--- src/rtl/router_pkg.sv ---
// Shared types and defaults for the router output-port FIFO.
package router_pkg;

    localparam int unsigned DEF_DATA_W  = 8;
    localparam int unsigned DEF_LEN_LSB = 2;

    // One FIFO entry: header-marker tag above the stored byte.
    typedef struct packed {
        logic                  tag;
        logic [DEF_DATA_W-1:0] data;
    } fifo_word_t;

    // Payload length field of a header byte.
    function automatic logic [DEF_DATA_W-DEF_LEN_LSB-1:0] hdr_len(input logic [DEF_DATA_W-1:0] b);
        return b[DEF_DATA_W-1:DEF_LEN_LSB];
    endfunction

endpackage

--- src/rtl/router_pkt_counter.sv ---
// Tracks packet boundaries on the read side and pulses pkt_done on the last byte.
module router_pkt_counter
    import router_pkg::*;
#(
    parameter int unsigned DATA_W  = DEF_DATA_W,
    parameter int unsigned LEN_LSB = DEF_LEN_LSB
) (
    input  logic              clock,
    input  logic              reset,
    input  logic              soft_reset,
    input  logic              rd_fire,
    input  logic              rd_tag,
    input  logic [DATA_W-1:0] rd_data,
    output logic              pkt_done
);

    localparam int unsigned CW = DATA_W - LEN_LSB + 1;

    logic [CW-1:0] r_pkt_cnt;
    logic [CW-1:0] w_pkt_cnt_nxt;
    logic          r_pkt_done;
    logic          w_pkt_done_nxt;
    logic [CW-2:0] w_len;

    assign w_len    = rd_data[DATA_W-1:LEN_LSB];
    assign pkt_done = r_pkt_done;

    // Header reloads (payload + parity); body bytes count down; done on 1 -> 0.
    always_comb begin
        w_pkt_cnt_nxt  = r_pkt_cnt;
        w_pkt_done_nxt = 1'b0;
        if (soft_reset) begin
            w_pkt_cnt_nxt = '0;
        end else if (rd_fire) begin
            if (rd_tag) begin
                w_pkt_cnt_nxt = {1'b0, w_len} + CW'(1);
            end else if (r_pkt_cnt != '0) begin
                w_pkt_cnt_nxt  = r_pkt_cnt - CW'(1);
                w_pkt_done_nxt = (r_pkt_cnt == CW'(1));
            end
        end
    end

    // Counter and pulse registers.
    always_ff @(posedge clock or posedge reset) begin
        if (reset) begin
            r_pkt_cnt  <= '0;
            r_pkt_done <= 1'b0;
        end else begin
            r_pkt_cnt  <= w_pkt_cnt_nxt;
            r_pkt_done <= w_pkt_done_nxt;
        end
    end

endmodule

--- src/rtl/router_fifo_pkt.sv ---
// Packet-aware per-port output FIFO: {tag,data} storage, occupancy flags, sticky overflow.
module router_fifo_pkt
    import router_pkg::*;
#(
    parameter int unsigned DATA_W   = DEF_DATA_W,
    parameter int unsigned DEPTH    = 16,
    parameter int unsigned AFULL_TH = DEPTH - 2,
    parameter int unsigned LEN_LSB  = DEF_LEN_LSB
) (
    input  logic                     clock,
    input  logic                     reset,
    input  logic                     soft_reset,
    input  logic                     write_enb,
    input  logic                     read_enb,
    input  logic [DATA_W-1:0]        data_in,
    input  logic                     ifd_state,
    output logic [DATA_W-1:0]        data_out,
    output logic                     empty,
    output logic                     full,
    output logic                     almost_full,
    output logic [$clog2(DEPTH):0]   count,
    output logic                     pkt_done,
    output logic                     overflow
);

    localparam int unsigned AW = $clog2(DEPTH);
    localparam int unsigned CW = AW + 1;

    logic [DATA_W:0]   r_mem [DEPTH];
    logic [AW-1:0]     r_wptr;
    logic [AW-1:0]     r_rptr;
    logic [CW-1:0]     r_count;
    logic [CW-1:0]     w_count_nxt;
    logic [DATA_W-1:0] r_data_out;
    logic              r_empty;
    logic              r_full;
    logic              r_afull;
    logic              r_overflow;
    logic              w_wr_fire;
    logic              w_rd_fire;
    logic [DATA_W:0]   w_rd_word;

    assign w_wr_fire = write_enb && !r_full;
    assign w_rd_fire = read_enb && !r_empty;
    assign w_rd_word = r_mem[r_rptr];

    assign data_out    = r_data_out;
    assign empty       = r_empty;
    assign full        = r_full;
    assign almost_full = r_afull;
    assign count       = r_count;
    assign overflow    = r_overflow;

    // Net occupancy after this edge's accepted read/write; flush forces zero.
    always_comb begin
        w_count_nxt = r_count;
        if (soft_reset) begin
            w_count_nxt = '0;
        end else begin
            case ({w_wr_fire, w_rd_fire})
                2'b10:   w_count_nxt = r_count + CW'(1);
                2'b01:   w_count_nxt = r_count - CW'(1);
                default: w_count_nxt = r_count;
            endcase
        end
    end

    // Storage array; contents need no reset.
    always_ff @(posedge clock) begin
        if (w_wr_fire && !soft_reset) begin
            r_mem[r_wptr] <= {ifd_state, data_in};
        end
    end

    // Pointers, registered read data, occupancy and flags.
    always_ff @(posedge clock or posedge reset) begin
        if (reset) begin
            r_wptr     <= '0;
            r_rptr     <= '0;
            r_count    <= '0;
            r_data_out <= '0;
            r_empty    <= 1'b1;
            r_full     <= 1'b0;
            r_afull    <= 1'b0;
            r_overflow <= 1'b0;
        end else begin
            r_count <= w_count_nxt;
            r_empty <= (w_count_nxt == '0);
            r_full  <= (w_count_nxt == CW'(DEPTH));
            r_afull <= (w_count_nxt >= CW'(AFULL_TH));
            if (soft_reset) begin
                r_wptr     <= '0;
                r_rptr     <= '0;
                r_data_out <= '0;
                r_overflow <= 1'b0;
            end else begin
                if (w_wr_fire) begin
                    r_wptr <= r_wptr + AW'(1);
                end
                if (w_rd_fire) begin
                    r_rptr     <= r_rptr + AW'(1);
                    r_data_out <= w_rd_word[DATA_W-1:0];
                end
                if (write_enb && r_full) begin
                    r_overflow <= 1'b1;
                end
            end
        end
    end

    router_pkt_counter #(
        .DATA_W  (DATA_W),
        .LEN_LSB (LEN_LSB)
    ) u_pkt_counter (
        .clock      (clock),
        .reset      (reset),
        .soft_reset (soft_reset),
        .rd_fire    (w_rd_fire),
        .rd_tag     (w_rd_word[DATA_W]),
        .rd_data    (w_rd_word[DATA_W-1:0]),
        .pkt_done   (pkt_done)
    );

endmodule

--- config.mk ---
export PLATFORM = sky130hd
export DESIGN_NAME = router_fifo_pkt
export DESIGN_NICKNAME = d
export VERILOG_FILES = /design/src/rtl/router_pkg.sv /design/src/rtl/router_pkt_counter.sv /design/src/rtl/router_fifo_pkt.sv
export SDC_FILE = /design/constraint.sdc
export NUM_CORES = 1
export LEC_CHECK = 0
export ABC_AREA = 1
export ABC_CLOCK_PERIOD_IN_PS = 2600
export CAP_MARGIN = 25
export CORE_UTILIZATION = 30
export CTS_CLUSTER_DIAMETER = 40
export CTS_CLUSTER_SIZE = 40
export DETAILED_ROUTE_END_ITERATION = 16
export GPL_TIMING_DRIVEN = 1
export SLEW_MARGIN = 20
export SYNTH_ARGS = -nofsm -noshare
export SYNTH_HDL_FRONTEND = slang
export SYNTH_SLANG_ARGS = --single-unit
--- constraint.sdc ---
create_clock -name clock -period 2.6 [get_ports clock]
set_input_delay 0.39 -clock clock [delete_from_list [all_inputs] [get_ports clock]]
set_output_delay 0.39 -clock clock [all_outputs]
set_load 0.01 [all_outputs]
==> impl_metrics.yaml <==
sta:
  rsz0062_at_grt: "false"
  worst-slew-pin-transition_ns: 0.764
  hold_viol: 0
  clock_skew_ns: 0.0104
  fin_setup_tns_ns: 0
  period_share_pct: 90.7
  setup_viol: 0
  fmax_mhz: 424
  slew_violations: 0
  relSlewSlack_pct: 48.9
  period_minus_slack_ns: 2.36
power:
  clkPwrFrac_pct: 32.5
  p_comb_share_pct: 24.6
  vdd_drop_max_mv: 0.384
  switchingPower_mw: 2.50
  p_sw_share_pct: 31.8
  power.density_nw_per_um2: 846
  power.leakage_nw: 3.71
  internal_power_mw: 5.37
  seq_power_share_pct: 42.9
worst_setup_path:
  cp-end-kind: "flop"
  arrival_ns: 2.65
  crit_fanout: 79
  cp_data_required_time_ns: 2.89
  worst-r2r-cell-count: 8
  reg2reg_to: "u_pkt_counter.pkt_done$_DFF_PP0_"
  r2r-start: "r_rptr[0]$_DFFE_PP0P_"
  cp-startpoint: "r_rptr[0]$_DFFE_PP0P_"
  startpoint_type: "flop"
  path_class: "reg2reg"
  rrSetupSlack_ns: 0.24
global_routing:
  grt_max_degree: 80
  grt_first_pass_wirelength_um: 30200
  grt_pass1_vias: 5350
  grt.busiest_layer: "met2"
  antenna_found_initial: 0
  grt_util_met3_pct: 2.84
  met1_usage_pct: 21.0
  use_met2_pct: 23.1
  grt_usage_pct: 15.0
  gr-total-overflow: 0
clock_tree:
  numCtsBuffers: 17
  cts_tree: "built"
  clock_latency_ns: 0.44
  cts_sinks: 177
  cts_buffer_depth: 2
  cts-root-buf: "clkbuf_16"
  h-tree-depth: 4
  cts_hold_buf: 0
  post-cts-setup-buffer-count: 0
  path_clk_slew_ns: 0.07
  cts_resized: 0
layout:
  area_growth_pct: 17.6
  diodes: 0
  final_core_util_pct: 35.8
  layout-drive-gt1-share_pct: 11.3
  stdcell_area_sq_um: 9310
  final_nets: 843
die:
  core_sq_um: 26000
  ios: 32
  rows: 59
  start_util_pct: 30.5
  dieArea_sq_um: 27100
  die_h_um: 164
  die_w_um: 164
yosys:
  syn-num-nets: 786
  synthArstFlopShare_pct: 18.6
  netlist_instances: 761
  synth_flop_cell: "edfxtp_1"
  synth_most_common_cell: "nand2_1"
  synth_area_sq_um: 7920
  synth.area.top_cells: "edfxtp_1 (55%), dfrtp_1 (10%), nand2_1 (9.0%), nand3_1 (4.6%), nor2_1 (3.8%)"
  synthTopCellsByCount: "nand2_1 (189), edfxtp_1 (144), nor2_1 (81)"
  yosysTopAreaCellShare_pct: 54.6
  synth_area_per_cell_sq_um: 10.4
  seq_area_frac_synth_pct: 65.0
  synth_cell_types: 38
  synth_enable_flop_cells: 144
  yosys_register_bits: 177
  synth_top_cell_by_area: "edfxtp_1"
  yosysWarnings: 0
detailed_routing:
  routed_wl_um: 19200
  routed_via_density: 4.73
  drc: 0
  antenna_left: 0
  wl_per_cell_um: 16.5
  vias: 5513
  firstDrtPassIters: 7
  first_iter_violations: 546
place:
  port_buffers: 31
  postPlaceCellArea_sq_um: 8730
  place_congestion: 0.852
  dp_hpwl_um: 12700
run:
  maxCapViolCount: 0
min_path:
  hold_path.class: "in2async"
run_status:
  status: "finished clean"
power groups by stage:
| stage | sequential, mW | clock, mW | combinational [mW] |
|---|---|---|---|
| finish | 3.38 | 2.56 | 1.94 |
| global route | 3.40 | 2.70 | 2.18 |
| CTS | 3.38 | 2.59 | 1.94 |
| detailed placement | 3.44 | 0 | 1.93 |
| global placement | 3.44 | 0 | 1.92 |
| floorplan | 3.43 | 0 | 1.33 |
registers in the layout, indices dropped and copies added, names as in the netlist:
register                 count
almost_full                  1
count                        5
r_mem                      144
r_wptr                       4
r_rptr                       4
u_pkt_counter.pkt_done       1
u_pkt_counter.r_pkt_cnt      7
overflow                     1
data_out                     8
full                         1
empty                        1
cells in the final DEF (no fill, tap or decap), drive strengths merged, types with 3 or more instances in the layout:
master / netlist / layout
o21ai: 60 / 60
dfrtp: 32 / 32
nor2: 83 / 83
nor4: 3 / 3
o22ai: 7 / 7
inv: 75 / 78
ha: 11 / 11
buf: 27 / 41
nand2: 194 / 194
clkinvlp: 0 / 3
or2: 3 / 3
clkbuf: 7 / 18
xor2: 5 / 5
a21oi: 13 / 13
edfxtp: 144 / 144
nand3: 73 / 73
o211ai: 7 / 7
nor3: 6 / 6
clkinv: 1 / 7
clkdlybuf4s50: 0 / 31
critical path, cell delays in order (launching register included):
cell      delay, ns
dfrtp_2        0.45
buf_12         0.20
o21ai_0        0.35
o211ai_1       0.21
nand3_1        0.22
nand2_2        0.21
inv_1          0.14
nand2_1        0.06
nor4_1         0.31
routing by layer:
layer | part of all wire [%] | wire (um) | vias up
met3 | 5.2 | 998 | 28
met4 | 2.1 | 411 | 0
met1 | 47 | 9040 | 2674
li1 | - | - | 2667
met5 | 0 | 0 | -
met2 | 46 | 8790 | 144
metrics by stage:
step           setup slack [ns]  power (mW)  hold WS [ns]  instances
5_1_grt                  0.0927        8.28         0.419       1166
3_5_place_dp              0.190        5.37         0.475       1134
3_3_place_gp              0.212        5.36         0.465       1134
6_report                  0.243        7.88         0.357       1166
4_1_cts                   0.319        7.91         0.369       1166
2_1_floorplan             0.672        4.76         0.449        761
layout make-up:
cell class / count / area (sq um)
fill: 2608 / 16700
sequential: 177 / 5150
multi-input combinational: 474 / 2220
timing repair buffer: 72 / 643
clock buffer: 18 / 429
tap: 335 / 419
inverter: 76 / 290
clock inverter: 14 / 156
worst max path at each step:
stage | end | slack [ns]
floorplan | almost_full$_DFF_PP0_ | 0.67
global placement | empty$_DFF_PP1_ | 0.21
detailed placement | empty$_DFF_PP1_ | 0.19
CTS | u_pkt_counter.r_pkt_cnt[5]$_DFFE_PP0P_ | 0.32
global route | u_pkt_counter.r_pkt_cnt[4]$_DFFE_PP0P_ | 0.09
finish | u_pkt_counter.pkt_done$_DFF_PP0_ | 0.24
kinds of logic (layout without fill, tap and decap cells):
kind of cell | after synthesis | after routing | synth area share (%)
XOR/XNOR | 6 | 6 | 0.664
buffers and inverters | 110 | 180 | 6.90
flip-flops | 177 | 177 | 65.0
AO/OA/AOI/OAI | 93 | 93 | 6.53
AND/OR/NAND/NOR | 364 | 364 | 19.1
adder cells (fa/ha/maj) | 11 | 11 | 1.74
Note: power is estimated with default switching activity, not from simulation.
